--- config.mk ---
export PLATFORM = sky130hd
export DESIGN_NAME = farm_road_detector
export DESIGN_NICKNAME = d
export VERILOG_FILES = /design/src/rtl/farm_road_detector.sv
export SDC_FILE = /design/constraint.sdc
export NUM_CORES = 1
export LEC_CHECK = 0
export ABC_AREA = 1
export CAP_MARGIN = 0
export CORE_MARGIN = 2
export CORE_UTILIZATION = 56
export DETAILED_ROUTE_END_ITERATION = 6
export PLACE_DENSITY = 0.76
export REMOVE_ABC_BUFFERS = 1
export SLEW_MARGIN = 20
export SYNTH_ARGS = -nofsm -noshare
export SYNTH_HDL_FRONTEND = slang
export SYNTH_SLANG_ARGS = --single-unit
--- constraint.sdc ---
create_clock -name clk -period 2.3 [get_ports clk]
set_input_delay 0.46 -clock clk [delete_from_list [all_inputs] [get_ports clk]]
set_output_delay 0.46 -clock clk [all_outputs]
set_load 0.05 [all_outputs]
--- src/rtl/farm_road_detector.sv ---
// Farm-road loop conditioner: synchronizes and debounces the loop, queues vehicles, drives car-waiting request C.
// Latency: loop_raw rise to car_count/detect_pulse/C update is 3+DEBOUNCE_CYC clk edges.
// Backpressure: none; arrivals past a full queue are dropped and flagged on overflow.
module farm_road_detector #(
  parameter int DEBOUNCE_CYC = 4,
  parameter int CNT_W        = 4,
  parameter int SERVICE_CYC  = 8
) (
  input  logic             clk,
  input  logic             rst_n,
  input  logic             loop_raw,
  input  logic [2:0]       light_farm,
  output logic             C,
  output logic [CNT_W-1:0] car_count,
  output logic             detect_pulse,
  output logic             overflow,
  output logic             fault
);

  // FSM encoding
  localparam logic [1:0] IDLE  = 2'd0;
  localparam logic [1:0] REQ   = 2'd1;
  localparam logic [1:0] SERVE = 2'd2;

  // Light encodings seen on light_farm
  localparam logic [2:0] LIGHT_G = 3'b001;
  localparam logic [2:0] LIGHT_Y = 3'b010;
  localparam logic [2:0] LIGHT_R = 3'b100;

  // Debounce and service limits expressed as "last count before the event"
  localparam logic [7:0]       DB_LAST  = 8'(DEBOUNCE_CYC - 1);
  localparam logic [7:0]       SVC_LAST = 8'(SERVICE_CYC - 1);
  localparam logic [CNT_W-1:0] CNT_MAX  = {CNT_W{1'b1}};
  localparam logic [CNT_W-1:0] CNT_ONE  = CNT_W'(1);

  // Loop conditioning state
  logic             sync1_q, sync2_q;
  logic             db_q, db_d;
  logic             db_prev_q;
  logic [7:0]       dbc_q, dbc_d;

  // Queue / service state
  logic [1:0]       state_q, state_d;
  logic [7:0]       tmr_q, tmr_d;
  logic [CNT_W-1:0] cnt_q, cnt_d;
  logic             c_q, c_d;
  logic             pulse_q, pulse_d;
  logic             ovf_q, ovf_d;
  logic             fault_q, fault_d;

  // Decoded per-cycle conditions
  logic             arrival;
  logic             green;
  logic             legal;
  logic             svc_done;
  logic             cnt_full;

  // Two-flop synchronizer for the asynchronous loop input
  always_ff @(posedge clk or negedge rst_n) begin
    if (!rst_n) begin
      sync1_q <= 1'b0;
      sync2_q <= 1'b0;
    end else begin
      sync1_q <= loop_raw;
      sync2_q <= sync1_q;
    end
  end

  // Debounce: level toggles only after DEBOUNCE_CYC consecutive disagreeing cycles
  always_comb begin
    db_d  = db_q;
    dbc_d = 8'd0;
    if (sync2_q != db_q) begin
      if (dbc_q == DB_LAST) begin
        db_d  = ~db_q;
        dbc_d = 8'd0;
      end else begin
        dbc_d = dbc_q + 8'd1;
      end
    end
  end

  // Debounce registers; db_prev_q gives a registered rising-edge detect
  always_ff @(posedge clk or negedge rst_n) begin
    if (!rst_n) begin
      db_q      <= 1'b0;
      db_prev_q <= 1'b0;
      dbc_q     <= 8'd0;
    end else begin
      db_q      <= db_d;
      db_prev_q <= db_q;
      dbc_q     <= dbc_d;
    end
  end

  assign arrival  = db_q & ~db_prev_q;
  assign green    = (light_farm == LIGHT_G);
  assign legal    = (light_farm == LIGHT_G) || (light_farm == LIGHT_Y) ||
                    (light_farm == LIGHT_R);
  assign cnt_full = (cnt_q == CNT_MAX);
  // One vehicle discharged after a full service period of uninterrupted green
  assign svc_done = (state_q == SERVE) && green && (tmr_q == SVC_LAST) &&
                    (cnt_q != '0);

  // Queue counter: arrival and discharge in the same cycle cancel out
  always_comb begin
    cnt_d = cnt_q;
    ovf_d = ovf_q;
    if (arrival && !svc_done) begin
      if (cnt_full) begin
        ovf_d = 1'b1;
      end else begin
        cnt_d = cnt_q + CNT_ONE;
      end
    end else if (!arrival && svc_done) begin
      cnt_d = cnt_q - CNT_ONE;
    end
  end

  // Service FSM; leaving green mid-service discards the partial timer
  always_comb begin
    state_d = state_q;
    tmr_d   = tmr_q;
    case (state_q)
      IDLE: begin
        tmr_d = 8'd0;
        if (arrival) begin
          state_d = REQ;
        end
      end
      REQ: begin
        tmr_d = 8'd0;
        if (green) begin
          state_d = SERVE;
        end
      end
      SERVE: begin
        if (!green) begin
          state_d = REQ;
          tmr_d   = 8'd0;
        end else if (svc_done) begin
          tmr_d = 8'd0;
          if (cnt_d == '0) begin
            state_d = IDLE;
          end
        end else begin
          tmr_d = tmr_q + 8'd1;
        end
      end
      default: begin
        state_d = IDLE;
        tmr_d   = 8'd0;
      end
    endcase
  end

  // Output next-state: C tracks the count it is registered alongside
  always_comb begin
    c_d     = (cnt_d != '0);
    pulse_d = arrival;
    fault_d = fault_q | ~legal;
  end

  // Queue, FSM and output registers
  always_ff @(posedge clk or negedge rst_n) begin
    if (!rst_n) begin
      state_q <= IDLE;
      tmr_q   <= 8'd0;
      cnt_q   <= '0;
      c_q     <= 1'b0;
      pulse_q <= 1'b0;
      ovf_q   <= 1'b0;
      fault_q <= 1'b0;
    end else begin
      state_q <= state_d;
      tmr_q   <= tmr_d;
      cnt_q   <= cnt_d;
      c_q     <= c_d;
      pulse_q <= pulse_d;
      ovf_q   <= ovf_d;
      fault_q <= fault_d;
    end
  end

  assign C            = c_q;
  assign car_count    = cnt_q;
  assign detect_pulse = pulse_q;
  assign overflow     = ovf_q;
  assign fault        = fault_q;

endmodule

==> impl_metrics.toml, run 1 <==
[outcome]
status = "finished, final reports clean"

[cts]
cts_made_buffers = 5
cts_tree = "built"
cts_sinks = 30
cts-root-buf = "clkbuf_4"
cts_buffer_depth = 2
clkTransAtPathRegs_ps = 90
post-cts-setup-buffers = 0
clk_latency_ps = 330
ctsHoldBuffers = 0
h-tree-depth = 2
post_cts_resized = 0

[yosys]
yosysTopAreaCellShare_pct = 48.15
syn_area_mm2 = 0.001559
synth_area_leader_cell = "dfrtp_1"
seq_area_frac_synth_pct = 48.15
yosysWarnings = 0
avgSynthCellArea_um2 = 8.566
ys_types = 30
syn_inst = 182
synth_seq_cells = 30
synth.area.top_cells = "dfrtp_1 (48%), nand2_1 (7.0%), inv_1 (5.3%)"

[placement]
placed_area_mm2 = 0.001724
gp_congestion = 0.9367
hpwlAfterDp_um = 2175
port_buffers = 13
dp_slack_ps = 61.07

[worst_setup_path]
critical_path_buf_inv_count = 1
r2r-start = "car_count[0]$_DFF_PN0_"
critPathSlowestCell = "clkdlybuf4s50_1"
path_class = "flop to output port"
timing.critical_path.from = "car_count[2]$_DFF_PN0_"
cp_top_family = "buffers and inverters"
crit_fanout = 7
path_cells = "clkdlybuf4s50_1"
arrival_ps = 1650
cp-end-kind = "output port"
cp_data_required_time_ps = 1840
max_stage_delay_ps = 850
crit_path_start_kind = "flop"

[floorplanning]
coreArea_mm2 = 0.002710
die_h_um = 56.76
fp-row-count = 19
pin_count = 14
start_util_pct = 57.53
die-area_mm2 = 0.003222
die_w_um = 56.76

[global_routing]
antenna_found_initial = 0
first_global_vias = 1270
grt_max_degree = 31
grt_pass1_wl_um = 5292
grt_use_total_pct = 21.77
grt_overflow = 0

[min_path]
worst_hold_path_type = "flop to flop"
min-delay-start = "sync1_q$_DFF_PN0_"

[timing]
hold_viol = 0
period_needed_ps = 2115
fin_skew_ps = 8.328
clock.fmax_mhz = 472.8
drv_slew = 0
fin_crit_sh_pct = 91.95
timing.final.ws_setup_ps = 185.1
finalSetupViolations = 0
tns_ps = 0
rsz0062_at_grt = "false"
worst_pin_slew_ps = 502.6
maxSlewHeadroom_pct = 66.39

[drt]
drc = 0
wl_per_cell_um = 12.38
via_per_inst = 5.392
antenna_left = 0
wirelength_um = 2872
drtIter0Drc = 36
via_count = 1251
dr.pass1.iters = 4

[power_and_ir_drop]
p_leak_nw = 0.8496
ir_drop_mv = 0.8756
p_per_area_mw_per_mm2 = 1083

[finish]
area_growth_pct = 13.88
final_area_mm2 = 0.001775
mostFrequentLayoutCells = "dfrtp_1 (30), nand2_1 (29), inv_1 (22), nor2_1 (22), nand3_1 (15)"
final_common_cell = "dfrtp_1"
antenna_cells = 0
drive_above_1_share_pct = 12.44
fin_nets = 212

[run]
max-cap-violations = 0
power breakdown:
part           internal (mW)  switching, mW  total (mW)  leakage (nW)
clock network          0.137          0.167       0.304        0.0302
logic                  0.303          0.587       0.890         0.431
registers              0.637         0.0926       0.729         0.388
total                   1.08          0.846        1.92         0.850
synthesized netlist by cell type:
cell type and n:
o21a_1 2, xnor2_1 3, inv_1 22, nand3_2 1, inv_2 2, o21ai_0 3
clkinv_1 1, o21bai_1 2, nand3_1 15, ha_1 4, o22ai_1 1, o211ai_1 2
nor2_8 1, a21boi_0 1, or2_1 1, nor3b_1 3, o21ai_2 1, nor2_4 2
nand2_1 29, nor2_1 22, xor2_1 2, dfrtp_1 30, a21oi_1 6, a21o_1 1
nor3_1 9, clkinv_4 1, nand4_1 4, nor2_2 3, buf_6 1, nand2_2 7
layer usage:
metal	vias up	share of wire (%)	global-route usage, %
met5	-	0	0
met4	0	1.3	14.62
met3	5	4.5	6.452
met2	25	48	32.89
met1	595	46	26.82
li1	626	-	-
registers in the layout, indices dropped and copies added, names as in the netlist:
name / flops
db_prev_q: 1
sync1_q: 1
fault: 1
sync2_q: 1
dbc_q: 8
db_q: 1
detect_pulse: 1
C: 1
car_count: 4
tmr_q: 8
overflow: 1
state_q: 2
cell families after synthesis:
kind of cell               share of synthesized area [%]
AOI/OAI and AO/OA                                  7.704
xor gates and xnor gates                           2.810
adders and majority gates                          3.210
buffers and inverters                              7.303
DFF                                                48.15
and+or+nand+nor                                    30.82
final timing paths:
path / slack, ps / to / cells past startpoint
setup / recovery: 190 / car_count[2] / 1
hold / removal: 360 / sync2_q$_DFF_PN0_ / 0
setup reg to reg: 360 / state_q[1]$_DFFE_PN0P_ / 15
hold reg to reg: 360 / sync2_q$_DFF_PN0_ / 0
max in group asynchronous: 1520 / db_q$_DFFE_PN0P_ / 2
min in group asynchronous: 500 / tmr_q[2]$_DFF_PN0_ / 2
final cells by class:
type                    count  area [µm²]
fillers                   232       934.6
well taps                  31       38.79
flip-flops and latches     30       750.7
inverters                  26       102.6
multi-input cells         125       694.4
clock buffers               6       51.30
repair buffers             14       137.6
stage by stage:
stage / instances / utilization [%] / hold slack, ps / power (mW)
after detailed placement: 226 / 63.62 / 341.2 / 1.624
after global placement: 226 / 63.62 / 332.8 / 1.597
after floorplan: 181 / - / 164.4 / 1.380
after CTS: 232 / 65.51 / 360.8 / 1.934
final: 232 / 65.51 / 358.9 / 1.923
after global routing: 232 / 65.51 / 373.1 / 2.059
No activity file was read; power rests on OpenSTA's default activity.
==> run 2, diff against run 1 <==
--- a/config.mk
+++ b/config.mk
@@ -7,10 +7,12 @@
 export LEC_CHECK = 0
 export ABC_AREA = 1
 export CAP_MARGIN = 0
+export CELL_PAD_IN_SITES_DETAIL_PLACEMENT = 1
+export CELL_PAD_IN_SITES_GLOBAL_PLACEMENT = 2
 export CORE_MARGIN = 2
-export CORE_UTILIZATION = 56
+export CORE_UTILIZATION = 34
 export DETAILED_ROUTE_END_ITERATION = 6
-export PLACE_DENSITY = 0.76
+export PLACE_DENSITY = 0.75
 export REMOVE_ABC_BUFFERS = 1
 export SLEW_MARGIN = 20
 export SYNTH_ARGS = -nofsm -noshare
==> constraint.sdc (replaced) <==
create_clock -name clk -period 2.15 [get_ports clk]
set_input_delay 0.43 -clock clk [delete_from_list [all_inputs] [get_ports clk]]
set_output_delay 0.43 -clock clk [all_outputs]
set_load 0.05 [all_outputs]
==> run 2 against run 1 <==
Compared with the run above: cell count is 12% higher; design area is 7.2% higher; critical path type unchanged; clock skew hardly changed; via count is 0.40% lower.
==> impl_metrics.toml, run 2 (synthesis gave the netlist of run 1 again) <==
[worst_setup_path]
cp_top_family = "buffers and inverters"
crit_fanout = 7
max_stage_delay_ps = 850
path_cells = "clkdlybuf4s50_1"
cp-end-kind = "output port"
reg2reg_slack_ps = 240
arrival_ps = 1610
path_class = "flop to output port"
critical_path_buf_inv_count = 1
crit_path_start_kind = "flop"
cp_data_required_time_ps = 1720
critPathSlowestCell = "clkdlybuf4s50_1"

[global_routing]
grt_use_total_pct = 15.68
first_global_vias = 1332
grt_pass1_wl_um = 6299
grt_overflow = 0
antenna_found_initial = 0
grt_max_degree = 31

[timing]
drv_slew = 0
maxSlewHeadroom_pct = 66.79
timing.final.ws_setup_ps = 111.3
fin_crit_sh_pct = 94.83
hold_viol = 0
fin_skew_ps = 7.886
worst_pin_slew_ps = 494.6
clock.fmax_mhz = 490.5
rsz0062_at_grt = "false"
finalSetupViolations = 0
period_needed_ps = 2039

[power_and_ir_drop]
power_frac_comb_pct = 43.9
p_per_area_mw_per_mm2 = 1228
seqPwrFrac_pct = 33.0
p_clk_share_pct = 23.1
intPower_mw = 1.359
p_leak_nw = 0.9003
ir_drop_mv = 0.4793
power_mw = 2.336
switching_share_pct = 41.83
p_sw_uw = 977.2

[cts]
cts_tree = "built"
cts-root-buf = "clkbuf_8"
clk_latency_ps = 280
cts_sinks = 30
h-tree-depth = 2
ctsHoldBuffers = 0
clkTransAtPathRegs_ps = 70
cts_made_buffers = 5
cts_buffer_depth = 2

[placement]
gp_congestion = 0.8188
dp_slack_ps = -55.70
port_buffers = 13
hpwlAfterDp_um = 2720

[drt]
via_count = 1246
dr.pass1.iters = 4
drc = 0
via_per_inst = 4.792
antenna_left = 0
drtIter0Drc = 52
wirelength_um = 3517
wl_per_cell_um = 13.53

[floorplanning]
pin_count = 14
start_util_pct = 35.56
fp-row-count = 24
die_w_um = 71.72
coreArea_mm2 = 0.004384
die_h_um = 71.72
die-area_mm2 = 0.005143

[finish]
final_common_cell = "dfrtp_1"
mostFrequentLayoutCells = "dfrtp_1 (30), nand2_1 (28), inv_1 (22)"
drive_above_1_share_pct = 16.35
area_growth_pct = 22.07
fin_nets = 217
post-route-util_pct = 43.41
antenna_cells = 0
fill_cells = 545

[run]
max-cap-violations = 0

[min_path]
worst_hold_path_type = "flop to flop"

[outcome]
status = "finished, final reports clean"
-- run 2: layer usage --
| metal | GRT usage (%) | share of wire, % | vias up |
|---|---|---|---|
| met5 | 0 | 0 | - |
| met2 | 25.82 | 49 | 16 |
| li1 | - | - | 638 |
| met1 | 20.21 | 47 | 587 |
| met4 | 4.403 | 1.1 | 0 |
| met3 | 4.360 | 3.2 | 5 |
-- run 2: power by group through the flow --
stage,logic (mW),clock network (mW),registers (mW)
3_3_place_gp,1.01,0,0.776
5_1_grt,1.13,0.582,0.791
2_1_floorplan,0.514,0,0.963
6_report,1.02,0.541,0.771
4_1_cts,1.03,0.559,0.771
3_5_place_dp,1.02,0,0.781
-- run 2: what timing repair did --
| action | CTS | global route |
|---|---|---|
| setup buffers | 0 | 0 |
| endpoints found under the setup margin | 0 | 1 |
| gates resized for setup | 0 | 2 |
| hold endpoints to repair | 0 | 0 |
-- run 2: layout make-up --
cell class                      instances  area, µm²  share of cell area, %
Sequential cell                        30      750.7                  39.45
Multi-Input combinational cell        125      699.4                  36.75
Timing Repair Buffer                   19      175.2                  9.204
Clock buffer                            8      110.1                  5.786
Inverter                               26      102.6                  5.391
Tap cell                               52      65.06                  3.419
-- run 2: through the flow --
stage	cells	TNS [ps]	area, µm²	hold WS [ps]
floorplan	181	0	1548	134.4
global placement	252	-10.23	1788	335.5
detailed placement	252	-55.70	1788	358.7
CTS	260	0	1898	372.6
global route	260	0	1903	372.5
finish	260	0	1903	364.2
-- run 2: path summary, 6_finish.rpt --
| path | startpoint | endpoint | depth (start not counted) |
|---|---|---|---|
| min reg2reg | sync1_q$_DFF_PN0_ | sync2_q$_DFF_PN0_ | 0 |
| max | car_count[2]$_DFF_PN0_ | car_count[2] | 1 |
| min | sync1_q$_DFF_PN0_ | sync2_q$_DFF_PN0_ | 0 |
| min in group asynchronous | rst_n | tmr_q[5]$_DFF_PN0_ | 2 |
| max reg2reg | car_count[1]$_DFF_PN0_ | state_q[1]$_DFFE_PN0P_ | 15 |
| max in group asynchronous | rst_n | db_prev_q$_DFF_PN0_ | 2 |
==> run 3, diff against run 2 <==
--- a/config.mk
+++ b/config.mk
@@ -6,11 +6,12 @@
 export NUM_CORES = 1
 export LEC_CHECK = 0
 export ABC_AREA = 1
-export CAP_MARGIN = 0
+export CAP_MARGIN = 20
 export CELL_PAD_IN_SITES_DETAIL_PLACEMENT = 1
 export CELL_PAD_IN_SITES_GLOBAL_PLACEMENT = 2
 export CORE_MARGIN = 2
 export CORE_UTILIZATION = 34
+export CTS_BUF_LIST = sky130_fd_sc_hd__clkbuf_4 sky130_fd_sc_hd__clkbuf_8 sky130_fd_sc_hd__clkbuf_16
 export DETAILED_ROUTE_END_ITERATION = 6
 export PLACE_DENSITY = 0.75
 export REMOVE_ABC_BUFFERS = 1
==> results of run 3 <==
Same layout as run 2: the final DEF is identical, and so are final timing and power.
